`config.mk`:
```
export PLATFORM = sky130hd
export DESIGN_NAME = rej_sampler_gen
export DESIGN_NICKNAME = d
export VERILOG_FILES = /design/src/rtl/keygen_pkg.sv /design/src/rtl/rej_candidate_eval.sv /design/src/rtl/rej_sampler_gen.sv
export SDC_FILE = /design/constraint.sdc
export NUM_CORES = 2
export LEC_CHECK = 0
export BUFFER_PORTS_ARGS = -buffer_cell sky130_fd_sc_hd__buf_2
export CORE_AREA = 2 2 547 549
export DETAILED_ROUTE_END_ITERATION = 8
export DIE_AREA = 0 0 549 551
export HOLD_SLACK_MARGIN = 0.12
export PLACE_DENSITY_LB_ADDON = 0.3
export SLEW_MARGIN = 20
export SYNTH_ARGS = -nofsm -noshare
export SYNTH_HDL_FRONTEND = slang
export SYNTH_SLANG_ARGS = --single-unit
```
`constraint.sdc`:
```
create_clock -name clk -period 8.5 [get_ports clk]
set_input_delay 1.7 -clock clk [delete_from_list [all_inputs] [get_ports clk]]
set_output_delay 1.7 -clock clk [all_outputs]
set_load 0.01 [all_outputs]
```
`src/rtl/keygen_pkg.sv`:
```
// keygen_pkg: shared encodings and default constants for the key-generation samplers
package keygen_pkg;

   typedef enum logic [1:0] {
      MODE_UNIFORM = 2'b00,
      MODE_ETA2    = 2'b01,
      MODE_ETA4    = 2'b10,
      MODE_RSVD    = 2'b11
   } mode_t;

   typedef enum logic [2:0] {
      S_IDLE,
      S_REQ,
      S_WAIT_BLK,
      S_PROCESS,
      S_DONE
   } state_t;

   localparam int KG_Q       = 8380417;
   localparam int KG_N_COEFF = 256;

endpackage

```
`src/rtl/rej_candidate_eval.sv`:
```
// rej_candidate_eval: combinational accept test and value mapping for one sampler candidate
module rej_candidate_eval
   import keygen_pkg::*;
#(
   parameter int CHUNK_BITS = 24,
   parameter int COEFF_W    = 23,
   parameter int Q          = KG_Q
) (
   input  mode_t                  mode,
   input  logic [CHUNK_BITS-1:0]  raw,
   output logic                   accept,
   output logic [COEFF_W-1:0]     value
);

   localparam logic [COEFF_W-1:0] QW = COEFF_W'(Q);

   logic [3:0]         b;
   logic [2:0]         m5;
   logic [COEFF_W-1:0] u;
   logic [COEFF_W-1:0] e;
   logic [COEFF_W-1:0] d;
   logic               unused_bits;

   assign unused_bits = ^raw[CHUNK_BITS-1:COEFF_W];

   // eta value is e - d, wrapped to Q + e - d when negative
   always_comb begin
      b      = raw[3:0];
      m5     = 3'(b % 4'd5);
      u      = raw[COEFF_W-1:0];
      e      = (mode == MODE_ETA2) ? COEFF_W'(2) : COEFF_W'(4);
      d      = (mode == MODE_ETA2) ? COEFF_W'(m5) : COEFF_W'(b);
      accept = (mode == MODE_UNIFORM) ? (u < QW) :
               (mode == MODE_ETA2)    ? (b != 4'd15) :
               (mode == MODE_ETA4)    ? (b < 4'd9) : 1'b0;
      value  = (mode == MODE_UNIFORM) ? u : (d <= e) ? e - d : QW + e - d;
   end

endmodule

```
`src/rtl/rej_sampler_gen.sv`:
```
// rej_sampler_gen: rejection sampler turning squeezed blocks into N_COEFF coefficients mod Q
module rej_sampler_gen
   import keygen_pkg::*;
#(
   parameter int BLOCK_BITS = 1344,
   parameter int CHUNK_BITS = 24,
   parameter int COEFF_W    = 23,
   parameter int Q          = KG_Q,
   parameter int N_COEFF    = KG_N_COEFF
) (
   input  logic                         clk,
   input  logic                         rst_n,
   input  logic                         i_start,
   input  logic [1:0]                   i_mode,
   output logic                         o_busy,
   output logic                         o_blk_req,
   input  logic                         i_blk_valid,
   output logic                         o_blk_ready,
   input  logic [BLOCK_BITS-1:0]        i_blk_data,
   output logic                         o_coeff_valid,
   input  logic                         i_coeff_ready,
   output logic [COEFF_W-1:0]           o_coeff_data,
   output logic [$clog2(N_COEFF)-1:0]   o_coeff_idx,
   output logic                         o_done
);

   localparam int IW = $clog2(N_COEFF);
   localparam int PW = $clog2(BLOCK_BITS + 1);

   state_t                state, state_nx;
   mode_t                 mode_q;
   logic [BLOCK_BITS-1:0] buf_q;
   logic [PW-1:0]         ptr;
   logic [PW:0]           stride;
   logic [PW:0]           ptr_nx;
   logic                  acc;
   logic [COEFF_W-1:0]    val;
   logic                  hs, stall, last, blk_end, start_ok, eval_en;

   rej_candidate_eval #(
      .CHUNK_BITS (CHUNK_BITS),
      .COEFF_W    (COEFF_W),
      .Q          (Q)
   ) u_eval (
      .mode   (mode_q),
      .raw    (buf_q[CHUNK_BITS-1:0]),
      .accept (acc),
      .value  (val)
   );

   // handshake, stall and end-of-block decisions for the current cycle
   always_comb begin
      stride   = (mode_q == MODE_UNIFORM) ? (PW+1)'(CHUNK_BITS) : (PW+1)'(4);
      ptr_nx   = {1'b0, ptr} + stride;
      hs       = o_coeff_valid && i_coeff_ready;
      stall    = o_coeff_valid && !i_coeff_ready;
      last     = hs && (o_coeff_idx == IW'(N_COEFF - 1));
      blk_end  = ptr_nx > (PW+1)'(BLOCK_BITS);
      start_ok = i_start && (i_mode != MODE_RSVD);
      eval_en  = (state == S_PROCESS) && !last && !stall && !blk_end;
   end

   // state register
   always_ff @(posedge clk) begin
      if (!rst_n) state <= S_IDLE;
      else        state <= state_nx;
   end

   // next state and state-decoded outputs; last handshake wins over block end
   always_comb begin
      state_nx    = state;
      o_busy      = (state == S_REQ) || (state == S_WAIT_BLK) || (state == S_PROCESS);
      o_blk_req   = (state == S_REQ);
      o_blk_ready = (state == S_WAIT_BLK);
      o_done      = (state == S_DONE);
      case (state)
         S_IDLE:     state_nx = start_ok ? S_REQ : S_IDLE;
         S_REQ:      state_nx = S_WAIT_BLK;
         S_WAIT_BLK: state_nx = i_blk_valid ? S_PROCESS : S_WAIT_BLK;
         S_PROCESS:  state_nx = last ? S_DONE : stall ? S_PROCESS : blk_end ? S_REQ : S_PROCESS;
         S_DONE:     state_nx = S_IDLE;
         default:    state_nx = S_IDLE;
      endcase
   end

   // block buffer shifts out consumed bits so the candidate is always at bit 0
   always_ff @(posedge clk) begin
      if (!rst_n) begin
         mode_q        <= MODE_UNIFORM;
         buf_q         <= '0;
         ptr           <= '0;
         o_coeff_valid <= 1'b0;
         o_coeff_data  <= '0;
         o_coeff_idx   <= '0;
      end else begin
         if (state == S_IDLE && start_ok) begin
            mode_q      <= mode_t'(i_mode);
            o_coeff_idx <= '0;
         end
         if (state == S_WAIT_BLK && i_blk_valid) begin
            buf_q <= i_blk_data;
            ptr   <= '0;
         end else if (eval_en) begin
            buf_q <= buf_q >> stride;
            ptr   <= ptr_nx[PW-1:0];
         end
         if (hs) o_coeff_idx <= o_coeff_idx + IW'(1);
         o_coeff_valid <= (eval_en && acc) ? 1'b1 : hs ? 1'b0 : o_coeff_valid;
         if (eval_en && acc) o_coeff_data <= val;
      end
   end

endmodule

```
* Yosys cells after proc, flatten, opt, wreduce, memory -nomap -nowiden
Index checks and enable logic that the tools add are counted.
Widths: inputs -> output; s select.
** Word-level totals
- Flip-flop bits (word level) :: 1392
- Bits of input ports :: 1351
- Output and inout port bits :: 36
- Word-level logic and storage cells :: 70
** Cells by class
- $add $sub $neg :: 5
- Div/mod/pow operators :: 1
- Magnitude comparators :: 4
- Eq/ne operators :: 9
- Shifts and indexed selects :: 1
- Mux-type cells :: 20
- Bitwise operators :: 1
- Reduce and logical (&&, ||, !) cells :: 22
** Operators by type and width (number)
- $mux 1344 :: 2
- $shr 1344x5->1344 :: 1
- $mux 23 :: 2
- $sub 23x23->23 :: 2
- $add 23x23->23 const A :: 1
- $le 23x23->1 :: 1
- $lt 23x23->1 const B :: 1
- $mux 8 :: 2
- $add 11x5->12 :: 1
- $gt 12x11->1 const B :: 1
- $pmux 3 s4 :: 1
- $logic_and 1x1->1 :: 10
- $add 8x1->8 const B :: 1
- $eq 8x8->1 const B :: 1
- $mux 1 :: 7
- $eq 3x2->1 const B :: 2
- $mux 3 :: 2
- $reduce_bool 2->1 :: 3
- $mux 5 :: 1
- $logic_not 1->1 :: 4
- $lt 4x4->1 const B :: 1
- $mod 4x3->4 const B :: 1
- $mux 2 :: 2
- $mux 4 :: 1
- other kinds (11) :: 12

* Longest topological paths before layout
- Depth in word-level cells :: 8
- Mapped depth :: 22
- Gate-level depth less buffers :: 21

* Hierarchy
A second synthesis with hierarchy kept.
** Unflattened totals
- Cell total of the unflattened synthesis :: 10796
- Area total of the unflattened synthesis :: 80991.4 µm²
** By module, submodules not included
- rej_sampler_gen :: instances 1, cells an instance 10680, area an instance 80128.1 µm², sequential area each 27826.7 µm²
- rej_candidate_eval :: instances 1, cells an instance 116, area an instance 863.3 µm², sequential area each 0.0 µm²

* Least setup slack after synthesis
OpenSTA, ideal clock, no wires.
- Kind :: reg2reg
- From :: reg (tool-made name)
- To :: reg o_coeff_data[9]
- Setup time :: 0.119 ns
- Arrival time :: 3.978 ns
- Data required time :: 8.381 ns
- Setup slack :: 4.403 ns
- Cell stages (with the launch flop) :: 21
- Path buffers :: 1
- Period minus slack after synthesis :: 4.097 ns
- Cell sequence :: dfxtp_1 -> clkbuf_1 -> inv_1 -> ha_1 -> nor2_1 -> nand2_1 -> a21oi_1 -> nor2_1 -> ha_1 -> nand2b_1 -> a22oi_1 -> mux2i_1 -> a21oi_1 -> ha_1 -> ha_1 -> o21ai_0 -> a31oi_1 -> a22oi_1 -> o31ai_1 -> o21ai_0 -> o221a_2
** RTL lines
- to (signal assigned) :: line rej_sampler_gen.sv:109 : if (eval_en && acc) o_coeff_data <= val;
- to (decl) :: line rej_sampler_gen.sv:22 : output logic [COEFF_W-1:0] o_coeff_data,

* Worst setup path in the final report
- From :: reg mode_q[0]
- To :: reg buf_q[626]
** Between the ends
- Longest elaborated chain between the ends :: 7
- Elaborated cells on any way between the ends :: 10
- Classes of those cells :: add/sub: 1; order compare: 1; shift: 1; mux: 3; reduce/logical: 4
** RTL lines
- from (decl) :: line rej_sampler_gen.sv:31 : mode_t mode_q;
- from (signal assigned) :: line rej_sampler_gen.sv:97 : mode_q <= mode_t'(i_mode);
- $logic_not 2->1 * :: line rej_sampler_gen.sv:53 : stride = (mode_q == MODE_UNIFORM) ? (PW+1)'(CHUNK_BITS) : (PW+1)'(4);
- $mux 5 * :: line rej_sampler_gen.sv:53
- $add 11x5->12 :: line rej_sampler_gen.sv:54 : ptr_nx = {1'b0, ptr} + stride;
- $gt 12x11->1 :: line rej_sampler_gen.sv:58 : blk_end = ptr_nx > (PW+1)'(BLOCK_BITS);
- $logic_not 1->1 :: line rej_sampler_gen.sv:60 : eval_en = (state == S_PROCESS) && !last && !stall && !blk_end;
- $logic_and 1x1->1 :: line rej_sampler_gen.sv:60
- $reduce_bool 2->1 (no line)
- to (signal assigned) :: line rej_sampler_gen.sv:101 : buf_q <= i_blk_data;
- to (signal assigned) :: line rej_sampler_gen.sv:104 : buf_q <= buf_q >> stride;
- to (decl) :: line rej_sampler_gen.sv:32 : logic [BLOCK_BITS-1:0] buf_q;
Mark *: on every way between the ends. The rest lies on a longest branch, timed or not. The select of a mux whose other input is x is not followed.
A chain may end at the register's enable or synchronous reset.

==> results.yml <==
clocking:
  cts_num_sinks: 1390
  cts_buffer_depth: 4
  cts_root_buf: "clkbuf_16"
  clkSlewWorstSetupHoldPaths_ps: 60
  cts_resized: 0
  htreeDepth: 4
  hold_buffers: 0
  cts_buffers: 174
  cts_setup_buffers: 0
  cts_tree: "built"
  insertion_delay_ps: 850
detailed_routing:
  avgViaCountPerCell: 5.76
  drt_iter0_markers: 13300
  drc: 0
  routedWlPerCell_um: 23.8
  drtAntennaViolNets: 0
  drt-pass1-iter-count: 8
  vias: 98000
  wl_um: 405000
sta:
  max_slew_margin_pct: 15.5
  finalSetupViolCount: 0
  rsz0062_at_grt: "no"
  worst_slack_ps: 3150
  min_period_ps: 5350
  drv_slew: 0
  fin_tns_setup_ps: 0
  hold_viol: 0
  fin_skew_ps: 42.0
  finalCritPeriodShare_pct: 62.9
  tightest_slew_ps: 1270
  max_freq_mhz: 187
grt:
  grt_max_degree: 228
  grt_use_total_pct: 25.0
  overflow: 0
  grt_pass1_wl_um: 586000
  antenna_found_initial: 207
  grt_pass1_vias: 87900
synth:
  synth_edf_count: 0
  ys_top_cells_by_count: "nand3_1, nand2_1, dfxtp_1"
  synth.most_common_cell: "nand3_1"
  synthCells: 12600
  synth_cell_type_count: 60
  syn-num-nets: 13900
  syn_area_um2: 81100
  ys.flop_type: "dfxtp_1"
  yosys_warnings: 0
  syn_area_per_cell_um2: 6.45
  synth_seq_cells: 1390
  synthArstFlopShare_pct: 0
  synth_top_area_share_pct: 34.3
  yosysTopAreaCell: "dfxtp_1"
  synth_area_leaders: "dfxtp_1, nand3_1, nand2_1"
  yosysSeqAreaShare_pct: 34.3
layout:
  nets: 14200
  fin_area_um2: 95100
  fillCellCount: 33200
  regArea_um2: 27800
  multi_input_area_um2: 47200
  area_delta_synth_final_pct: 17.2
  drive_gt1_share_pct: 14.2
setup_path:
  reg2reg_to: "buf_q[626]$_SDFFE_PN0P_"
  crit_arrival_ps: 6120
  ff2ff_path_depth: 11
  criticalPathCategory: "reg -> reg"
  startpoint: "mode_q[0]$_SDFFE_PN0P_"
  critPathLaunchType: "flop"
  cp.required_ps: 9270
  cp-endpoint: "buf_q[626]$_SDFFE_PN0P_"
  worstSetupEndpointType: "flop"
  cp_max_fo: 188
  r2r_start: "mode_q[0]$_SDFFE_PN0P_"
  r2r_slack_ps: 3150
floorplanning:
  die_x_um: 549
  start_util_pct: 27.4
  die_h_um: 551
  boundaryPins: 1387
  rows: 200
  die_area_um2: 302000
  core_area_um2: 296000
placed_design:
  hpwl_um: 278000
  post_dp_cell_area_um2: 88900
  portBuffers: 1386
  pre_cts_slack_ps: 3000
  globalplace.congestion: 0.927
power_and_ir_drop:
  power_density_nw_per_um2: 187
  total_power_w: 0.0177
  peakVddDrop_v: 0.000143
  p_leak_nw: 35.4
status:
  run_status: "complete, no violations"
hold_path:
  hold_class: "reg -> reg"
job:
  max_cap_viol_count: 0
==> per-layer routing <==
layer / routed length [um] / up-vias / part of all wire (%) / track usage [%]
met4: 22000 / 156 / 5.4 / 13.2
met5: 1010 / - / 0.25 / 0
met3: 35900 / 800 / 8.9 / 5.27
met2: 182000 / 4260 / 45 / 38.7
met1: 164000 / 47300 / 41 / 32.6
li1: - / 45500 / - / -
==> critical path, cell delays in order (launching register included) <==
cell and delay, ps:
dfxtp_1 630, or2_4 700, xnor2_1 190, ha_1 320, o2bb2ai_1 220, nand3_1 220
or4_1 460, nand3_1 300, and2_4 820, buf_12 540, nand4_1 200, nand3_1 140
==> layout by cell type, fill, tap and decap left out, drive strengths merged, types with 7 or more instances in the layout <==
cell type and n:
nand3 3982, nor2 44, and3 17, ha 13
a31oi 8, or3 10, nand2 2720, inv 22
a211oi 14, xnor2 9, buf 1551, and2 8
o21a 17, nand4 1325, nor2b 7, dfxtp 1390
bufinv 9, diode 172, a311oi 10, clkbuf 267
o21ai 22, a21oi 1377, clkinv 19
==> cell families (layout without fill, tap and decap cells) <==
| family | after synthesis | after routing | share of synthesized area, % |
|---|---|---|---|
| AND/OR/NAND/NOR | 8142 | 8142 | 48.1 |
| adder cells (fa/ha/maj) | 15 | 15 | 0.250 |
| buffers and inverters | 1523 | 1870 | 7.62 |
| other | 0 | 172 | 0 |
| flip-flops | 1390 | 1390 | 34.3 |
| XOR/XNOR | 11 | 11 | 0.119 |
| AO/OA/AOI/OAI | 1488 | 1488 | 9.53 |
| multiplexers | 5 | 5 | 0.0617 |
==> metrics by stage <==
stage / hold WS, ps / cells / util, %
final: 471 / 17000 / 32.1
after global routing: 500 / 17000 / 32.0
after CTS: 472 / 16900 / 31.9
after detailed placement: 465 / 16600 / 30.0
after global placement: 450 / 16600 / 30.0
after floorplan: 457 / 12600 / -
==> layout make-up <==
class	count	area share, %
clock buffers	267	5.50
repair buffers	1551	9.38
inverters	16	0.0632
diodes	172	0.453
multi-input cells	9661	49.6
well taps	3939	5.18
flip-flops and latches	1390	29.3
clock inverters	36	0.529
==> worst min-delay path by stage <==
| stage | cells after the start | slack, ps | endpoint | startpoint |
|---|---|---|---|---|
| floorplan | 2 | 460 | buf_q[1340]$_SDFFE_PN0P_ | buf_q[1340]$_SDFFE_PN0P_ |
| global placement | 2 | 450 | o_coeff_data[15]$_SDFFE_PN0P_ | o_coeff_data[15]$_SDFFE_PN0P_ |
| detailed placement | 2 | 460 | o_coeff_data[15]$_SDFFE_PN0P_ | o_coeff_data[15]$_SDFFE_PN0P_ |
| CTS | 2 | 470 | o_coeff_data[15]$_SDFFE_PN0P_ | o_coeff_data[15]$_SDFFE_PN0P_ |
| global route | 2 | 500 | o_coeff_data[15]$_SDFFE_PN0P_ | o_coeff_data[15]$_SDFFE_PN0P_ |
| finish | 2 | 470 | o_coeff_data[15]$_SDFFE_PN0P_ | o_coeff_data[15]$_SDFFE_PN0P_ |
==> flip-flops by register name, summed over array words and instances (netlist names), named ones only <==
signal	cells
o_coeff_valid	1
ptr	9
buf_q	1341
mode_q	2
state	3
o_coeff_data	23
o_coeff_idx	8
==> report_power, final <==
| group | internal, W | switching [W] |
|---|---|---|
| registers | 0.00679 | 0.000266 |
| clock network | 0.00450 | 0.00327 |
| logic | 0.000707 | 0.00221 |
(Power assumes the default switching activity.)
